[src/rtl/vga_sync_monitor.sv]
// vga_sync_monitor: recovers pixel position from VGA sync edges, checks the
// line/frame timing and reports per-pixel coordinates and colour, a lock
// flag and one-cycle error pulses.
//
// Pipeline (pin sample k lands in *_r at edge k):
//   edge k+1 : counters, sync edge detect, raw timing checks (*_q flags)
//   edge k+2 : FSM, pixel outputs, error pulses, err_count
module vga_sync_monitor #(
    parameter int H_VISIBLE = 640,
    parameter int H_FRONT   = 16,
    parameter int H_SYNC    = 96,
    parameter int H_BACK    = 48,
    parameter int V_VISIBLE = 480,
    parameter int V_FRONT   = 10,
    parameter int V_SYNC    = 2,
    parameter int V_BACK    = 33
) (
    input  logic       clk_pixel,
    input  logic       rst,
    input  logic       hsync,
    input  logic       vsync,
    input  logic [2:0] red,
    input  logic [2:0] green,
    input  logic [1:0] blue,
    output logic [9:0] pix_x,
    output logic [9:0] pix_y,
    output logic [7:0] pix_data,
    output logic       pix_valid,
    output logic       frame_start,
    output logic       locked,
    output logic       err_hsync,
    output logic       err_line,
    output logic       err_vsync,
    output logic       err_frame,
    output logic       err_blank,
    output logic [7:0] err_count
);

    localparam int H_TOTAL = H_VISIBLE + H_FRONT + H_SYNC + H_BACK;
    localparam int V_TOTAL = V_VISIBLE + V_FRONT + V_SYNC + V_BACK;
    localparam logic [9:0] H_START = 10'(H_SYNC + H_BACK);
    localparam logic [9:0] H_END   = 10'(H_SYNC + H_BACK + H_VISIBLE);
    localparam logic [9:0] V_START = 10'(V_SYNC + V_BACK);
    localparam logic [9:0] V_END   = 10'(V_SYNC + V_BACK + V_VISIBLE);
    localparam logic [9:0] H_LAST  = 10'(H_TOTAL - 1);
    localparam logic [9:0] V_LAST  = 10'(V_TOTAL - 1);
    localparam logic [9:0] H_SYNC_W = 10'(H_SYNC);
    localparam logic [9:0] V_SYNC_W = 10'(V_SYNC);
    localparam logic [9:0] CNT_MAX = 10'd1023;

    typedef enum logic [1:0] {HUNT, H_LOCK, MEASURE, LOCKED} state_t;
    state_t state, state_nxt;

    logic       hsync_r, vsync_r, hsync_d;
    logic [7:0] rgb_r, rgb_d;
    logic [9:0] hcnt, vcnt, hlow, vlow;
    logic       vs_line;
    logic       h_fall_q, v_fall_q;
    logic       bad_hsync_q, bad_line_q, bad_vsync_q, bad_frame_q;

    // Edge events seen on the registered pins; vertical edges only count at line starts.
    logic h_fall, h_rise, v_fall, v_rise;
    assign h_fall = hsync_d & ~hsync_r;
    assign h_rise = ~hsync_d & hsync_r;
    assign v_fall = h_fall & vs_line & ~vsync_r;
    assign v_rise = h_fall & ~vs_line & vsync_r;

    // Pin capture and one extra stage for edge detect / colour alignment.
    // Sync registers idle high so release from reset does not fake an edge.
    always_ff @(posedge clk_pixel) begin
        if (!rst) begin
            hsync_r <= 1'b1;
            vsync_r <= 1'b1;
            hsync_d <= 1'b1;
            rgb_r   <= '0;
            rgb_d   <= '0;
        end else begin
            hsync_r <= hsync;
            vsync_r <= vsync;
            hsync_d <= hsync_r;
            rgb_r   <= {red, green, blue};
            rgb_d   <= rgb_r;
        end
    end

    // Position counters, sync-low width counters and raw timing checks.
    always_ff @(posedge clk_pixel) begin
        if (!rst) begin
            hcnt        <= '0;
            vcnt        <= '0;
            hlow        <= '0;
            vlow        <= '0;
            vs_line     <= 1'b1;
            h_fall_q    <= 1'b0;
            v_fall_q    <= 1'b0;
            bad_hsync_q <= 1'b0;
            bad_line_q  <= 1'b0;
            bad_vsync_q <= 1'b0;
            bad_frame_q <= 1'b0;
        end else begin
            if (h_fall)
                hcnt <= '0;
            else if (hcnt != CNT_MAX)
                hcnt <= hcnt + 10'd1;

            if (h_fall)
                hlow <= 10'd1;
            else if (!hsync_r && hlow != CNT_MAX)
                hlow <= hlow + 10'd1;

            if (h_fall) begin
                vs_line <= vsync_r;
                if (v_fall)
                    vcnt <= '0;
                else if (vcnt != CNT_MAX)
                    vcnt <= vcnt + 10'd1;
                if (v_fall)
                    vlow <= 10'd1;
                else if (!vsync_r && vlow != CNT_MAX)
                    vlow <= vlow + 10'd1;
            end

            h_fall_q    <= h_fall;
            v_fall_q    <= v_fall;
            bad_hsync_q <= h_rise && (hlow != H_SYNC_W);
            // Wrong line length at a line start, or a stalled line hitting
            // saturation (flagged only on the step into 1023, so once).
            bad_line_q  <= (h_fall && hcnt != H_LAST) ||
                           (!h_fall && hcnt == CNT_MAX - 10'd1);
            bad_vsync_q <= v_rise && (vlow != V_SYNC_W);
            bad_frame_q <= v_fall && (vcnt != V_LAST);
        end
    end

    // Qualified errors, visibility and lock FSM next state.
    logic       chk_h, chk_f, vis, any_err, pv_nxt;
    logic       e_hsync, e_line, e_vsync, e_frame, e_blank;
    logic [2:0] n_err;
    logic [8:0] cnt_sum;
    always_comb begin
        chk_h   = (state != HUNT);
        // The first frame after H_LOCK has no anchored vcnt, so frame length
        // is only judged from MEASURE on.
        chk_f   = (state == MEASURE) || (state == LOCKED);
        vis     = (hcnt >= H_START) && (hcnt < H_END) &&
                  (vcnt >= V_START) && (vcnt < V_END);
        e_hsync = chk_h & bad_hsync_q;
        e_line  = chk_h & bad_line_q;
        e_vsync = chk_h & bad_vsync_q;
        e_frame = chk_f & bad_frame_q;
        e_blank = (state == LOCKED) & ~vis & (|rgb_d);
        any_err = e_hsync | e_line | e_vsync | e_frame;
        pv_nxt  = vis & chk_f;
        n_err   = 3'(e_hsync) + 3'(e_line) + 3'(e_vsync) + 3'(e_frame) + 3'(e_blank);
        cnt_sum = {1'b0, err_count} + {6'd0, n_err};

        state_nxt = state;
        case (state)
            HUNT:    if (h_fall_q) state_nxt = H_LOCK;
            H_LOCK:  if (v_fall_q) state_nxt = MEASURE;
            MEASURE: if (v_fall_q) state_nxt = LOCKED;
            default: state_nxt = state;
        endcase
        // A timing error overrides any advance made in the same cycle.
        if (any_err)
            state_nxt = HUNT;
    end

    // State register and all registered outputs.
    always_ff @(posedge clk_pixel) begin
        if (!rst) begin
            state       <= HUNT;
            pix_x       <= '0;
            pix_y       <= '0;
            pix_data    <= '0;
            pix_valid   <= 1'b0;
            frame_start <= 1'b0;
            locked      <= 1'b0;
            err_hsync   <= 1'b0;
            err_line    <= 1'b0;
            err_vsync   <= 1'b0;
            err_frame   <= 1'b0;
            err_blank   <= 1'b0;
            err_count   <= '0;
        end else begin
            state       <= state_nxt;
            pix_x       <= vis ? hcnt - H_START : '0;
            pix_y       <= vis ? vcnt - V_START : '0;
            pix_data    <= rgb_d;
            pix_valid   <= pv_nxt;
            frame_start <= pv_nxt && (hcnt == H_START) && (vcnt == V_START);
            locked      <= (state_nxt == LOCKED);
            err_hsync   <= e_hsync;
            err_line    <= e_line;
            err_vsync   <= e_vsync;
            err_frame   <= e_frame;
            err_blank   <= e_blank;
            err_count   <= cnt_sum[8] ? 8'd255 : cnt_sum[7:0];
        end
    end

endmodule

[config.mk]
export PLATFORM = sky130hd
export DESIGN_NAME = vga_sync_monitor
export DESIGN_NICKNAME = d
export VERILOG_FILES = /design/src/rtl/vga_sync_monitor.sv
export SDC_FILE = /design/constraint.sdc
export NUM_CORES = 1
export LEC_CHECK = 0
export CAP_MARGIN = 20
export CORE_MARGIN = 3
export CORE_UTILIZATION = 45
export DETAILED_ROUTE_END_ITERATION = 10
export PLACE_DENSITY_LB_ADDON = 0.15
export REMOVE_ABC_BUFFERS = 1
export SLEW_MARGIN = 25
export SYNTH_ARGS = -nofsm -noshare
export SYNTH_HDL_FRONTEND = slang
export SYNTH_SLANG_ARGS = --single-unit
export TNS_END_PERCENT = 5
[constraint.sdc]
create_clock -name clk_pixel -period 7.5 [get_ports clk_pixel]
set_input_delay 1.5 -clock clk_pixel [delete_from_list [all_inputs] [get_ports clk_pixel]]
set_output_delay 1.5 -clock clk_pixel [all_outputs]
set_load 0.05 [all_outputs]
==> flow_summary.yaml <==
logic_synthesis:
  netlist_top_cells_area: "dfxtp_1 47%, nor2_1 5.4%, ha_1 4.2%"
  synth_warnings: 0
  synth_area_per_cell_um2: 9.12
  synth_cells: 525
  yosys-top-cells-count: "112 x dfxtp_1, 69 x nor2_1, 32 x nand2_1, 30 x and2_1, 26 x inv_1"
  synth-edff-count: 0
  yosysUniqueCellTypes: 56
  ys_ff_latch: 112
  seq_area_frac_synth: 0.468
  synth_top_area_cell: "dfxtp_1"
  async_flop_share: 0
  synthesis.area_mm2: 0.00479
  synth_ff_type: "dfxtp_1"
  synth_top_area_frac: 0.468
  yosysMostFrequentCell: "dfxtp_1"
setup_path:
  cp_max_fo: 10
  end_kind: "flop"
  crit_chain: "ha_1, or3b_2, nor4_2, a211oi_1, and2_1, nand4b_1, fa_1, inv_1, ha_1, inv_1, fa_1, nor2b_1, o211ai_1, or2_2, a31oi_1"
  critPathSlowestCell: "or3b_2"
  path_delay_family: "simple AND/OR/NAND/NOR gates"
  worst-r2r-setup-slack_ns: 3.32
  start_kind: "flop"
  required_ns: 7.81
  critPathMaxStageDelay_ns: 0.49
  worstSetupPathType: "flop to flop"
  cp_num_buf_inv: 2
  arrival_ns: 4.49
die:
  fp.dieW_um: 109
  dieHeight_um: 109
  initial_core_util: 0.464
  rows: 37
  core-area_mm2: 0.0103
  die-area_mm2: 0.0119
  num_io_pins: 56
cts:
  clk_pin_slew_ns: 0.10
  clock_sinks: 112
  cts_buffer_depth: 2
  h-tree-depth: 3
  cts_root_buf: "clkbuf_8"
  cts_buffers: 9
  clock_latency_ns: 0.37
  cts_tree: "done"
  postCtsSetupRepairBufs: 0
  cts_resized: 0
  holdBufCountCts: 0
timing:
  rsz0062_at_grt: "no"
  tns_ns: 0
  fin_worst_skew_ns: 0.0114
  drv_slew: 0
  worstMarginPinSlew_ns: 0.674
  period_needed_ns: 4.18
  slew_headroom: 0.550
  hold_viol: 0
  setup_violations: 0
  timing.final.crit_share: 0.558
  fmaxAchievable_mhz: 239
finish:
  final_nets: 600
  n_fill_cell: 958
  area_delta_synth_final_pct: 17.5
  drive_gt1_frac: 0.0610
  final_cells: 710
  diodes: 0
grt:
  track_usage: 0.160
  grt_overflow_total: 0
  antenna_found_initial: 0
  gr-usage-met3: 0.0225
  met2_usage: 0.253
  grt-busiest-layer: "met2"
  globalRouteMet1Util: 0.219
  grt_first_pass_wirelength_um: 15200
  grt_pass1_vias: 3201
  grt_max_degree: 48
power:
  leakagePower_nw: 2.14
  vdd_drop_max_v: 0.0000856
  power_mw: 1.03
  p_per_area_mw_per_mm2: 183
placed_design:
  place.gp.congestion: 0.840
  dp_hpwl_um: 6610
  dp.cells: 694
  portBuffers: 55
drt:
  drt_wl_total_um: 9180
  drc: 0
  vias: 3602
  via_per_inst: 5.07
  route.antenna.remaining_nets: 0
  dr.pass1.iters: 4
  drt-wirelength-per-cell_um: 12.9
  first_iter_violations: 130
flow_run:
  maxCapViolations: 0
worst_hold_path:
  hp-class: "flop to flop"
run_status:
  status: "finished, final reports clean"
==> power breakdown <==
group          internal [mW]  leakage, nW  switching [mW]  total [mW]
Clock                  0.168        0.108           0.206       0.374
Combinational         0.0195         1.12          0.0274      0.0469
Sequential             0.604        0.908         0.00688       0.611
Total                  0.792         2.14           0.240        1.03
==> state kept, by name (all words and copies together), names as in the netlist, 2 cells and up <==
name	count
pix_x	10
hcnt	10
pix_y	10
state	2
pix_data	8
vcnt	10
err_count	8
vlow	10
rgb_d	8
hlow	10
rgb_r	8
==> path summary, 6_finish.rpt <==
kind                  from      endpoint  cells past startpoint
setup / recovery   vcnt[0]  err_count[5]                     15
hold / removal    rgb_r[6]      rgb_d[6]                      1
setup reg to reg   vcnt[0]  err_count[5]                     15
hold reg to reg   rgb_r[6]      rgb_d[6]                      1
==> layout by cell type, fill, tap and decap left out, drive strengths merged, types with 2 or more instances in the layout <==
cell type      netlist  final
or3                  8      8
a21oi               20     20
nand2b               9      9
clkbuf              15     10
buf                 10      3
nor2b                6      6
nor4                11     11
xnor2               19     19
nand4               11     11
and3                15     15
nor3                16     16
nand4b               3      3
nand3b               3      3
fa                   3      3
inv                 26     29
nand3               11     11
o211ai               3      3
clkdlybuf4s50        0     55
nor3b                3      3
a211oi               3      3
a2111oi              2      2
mux2i                4      4
and2                30     30
and4bb               2      2
nor4b                3      3
o21ai               16     16
nand2               33     33
xor2                12     12
o2111ai              2      2
a31oi                7      7
and4                 4      4
dfxtp              112    112
or2                  2      2
clkinv               0      2
nor2                71     71
ha                  16     16
a21boi               2      2
==> kinds of logic after synthesis <==
family / after synthesis / synth area share
xor+xnor: 31 / 0.0567
compound gates: 65 / 0.0912
simple gates: 243 / 0.276
flops: 112 / 0.468
buf+inv: 51 / 0.0444
mux: 4 / 0.00837
fa+ha+maj: 19 / 0.0544
==> metal layers <==
metal	routed length, um	vias up
li1	-	1872
met1	4370	1651
met2	4280	65
met3	365	14
met4	174	0
met5	0	-
==> final cells by class <==
type	instances	area, um2	area share
well taps	136	170	0.0302
repair buffers	58	573	0.102
multi-input cells	362	2330	0.414
flip-flops and latches	112	2240	0.399
clock buffers	10	138	0.0245
clock inverters	6	73.8	0.0131
inverters	26	97.6	0.0173
==> per-stage QoR <==
stage / instance area, um2 / util / hold WS (ns) / setup slack [ns]
finish: 5630 / 0.545 / 0.442 / 3.32
global route: 5630 / 0.545 / 0.465 / 2.98
CTS: 5630 / 0.545 / 0.444 / 3.28
detailed placement: 5410 / 0.524 / 0.418 / 3.32
global placement: 5410 / 0.524 / 0.415 / 3.45
floorplan: 4670 / - / 0.412 / 3.65
(Power assumes the default switching activity.)
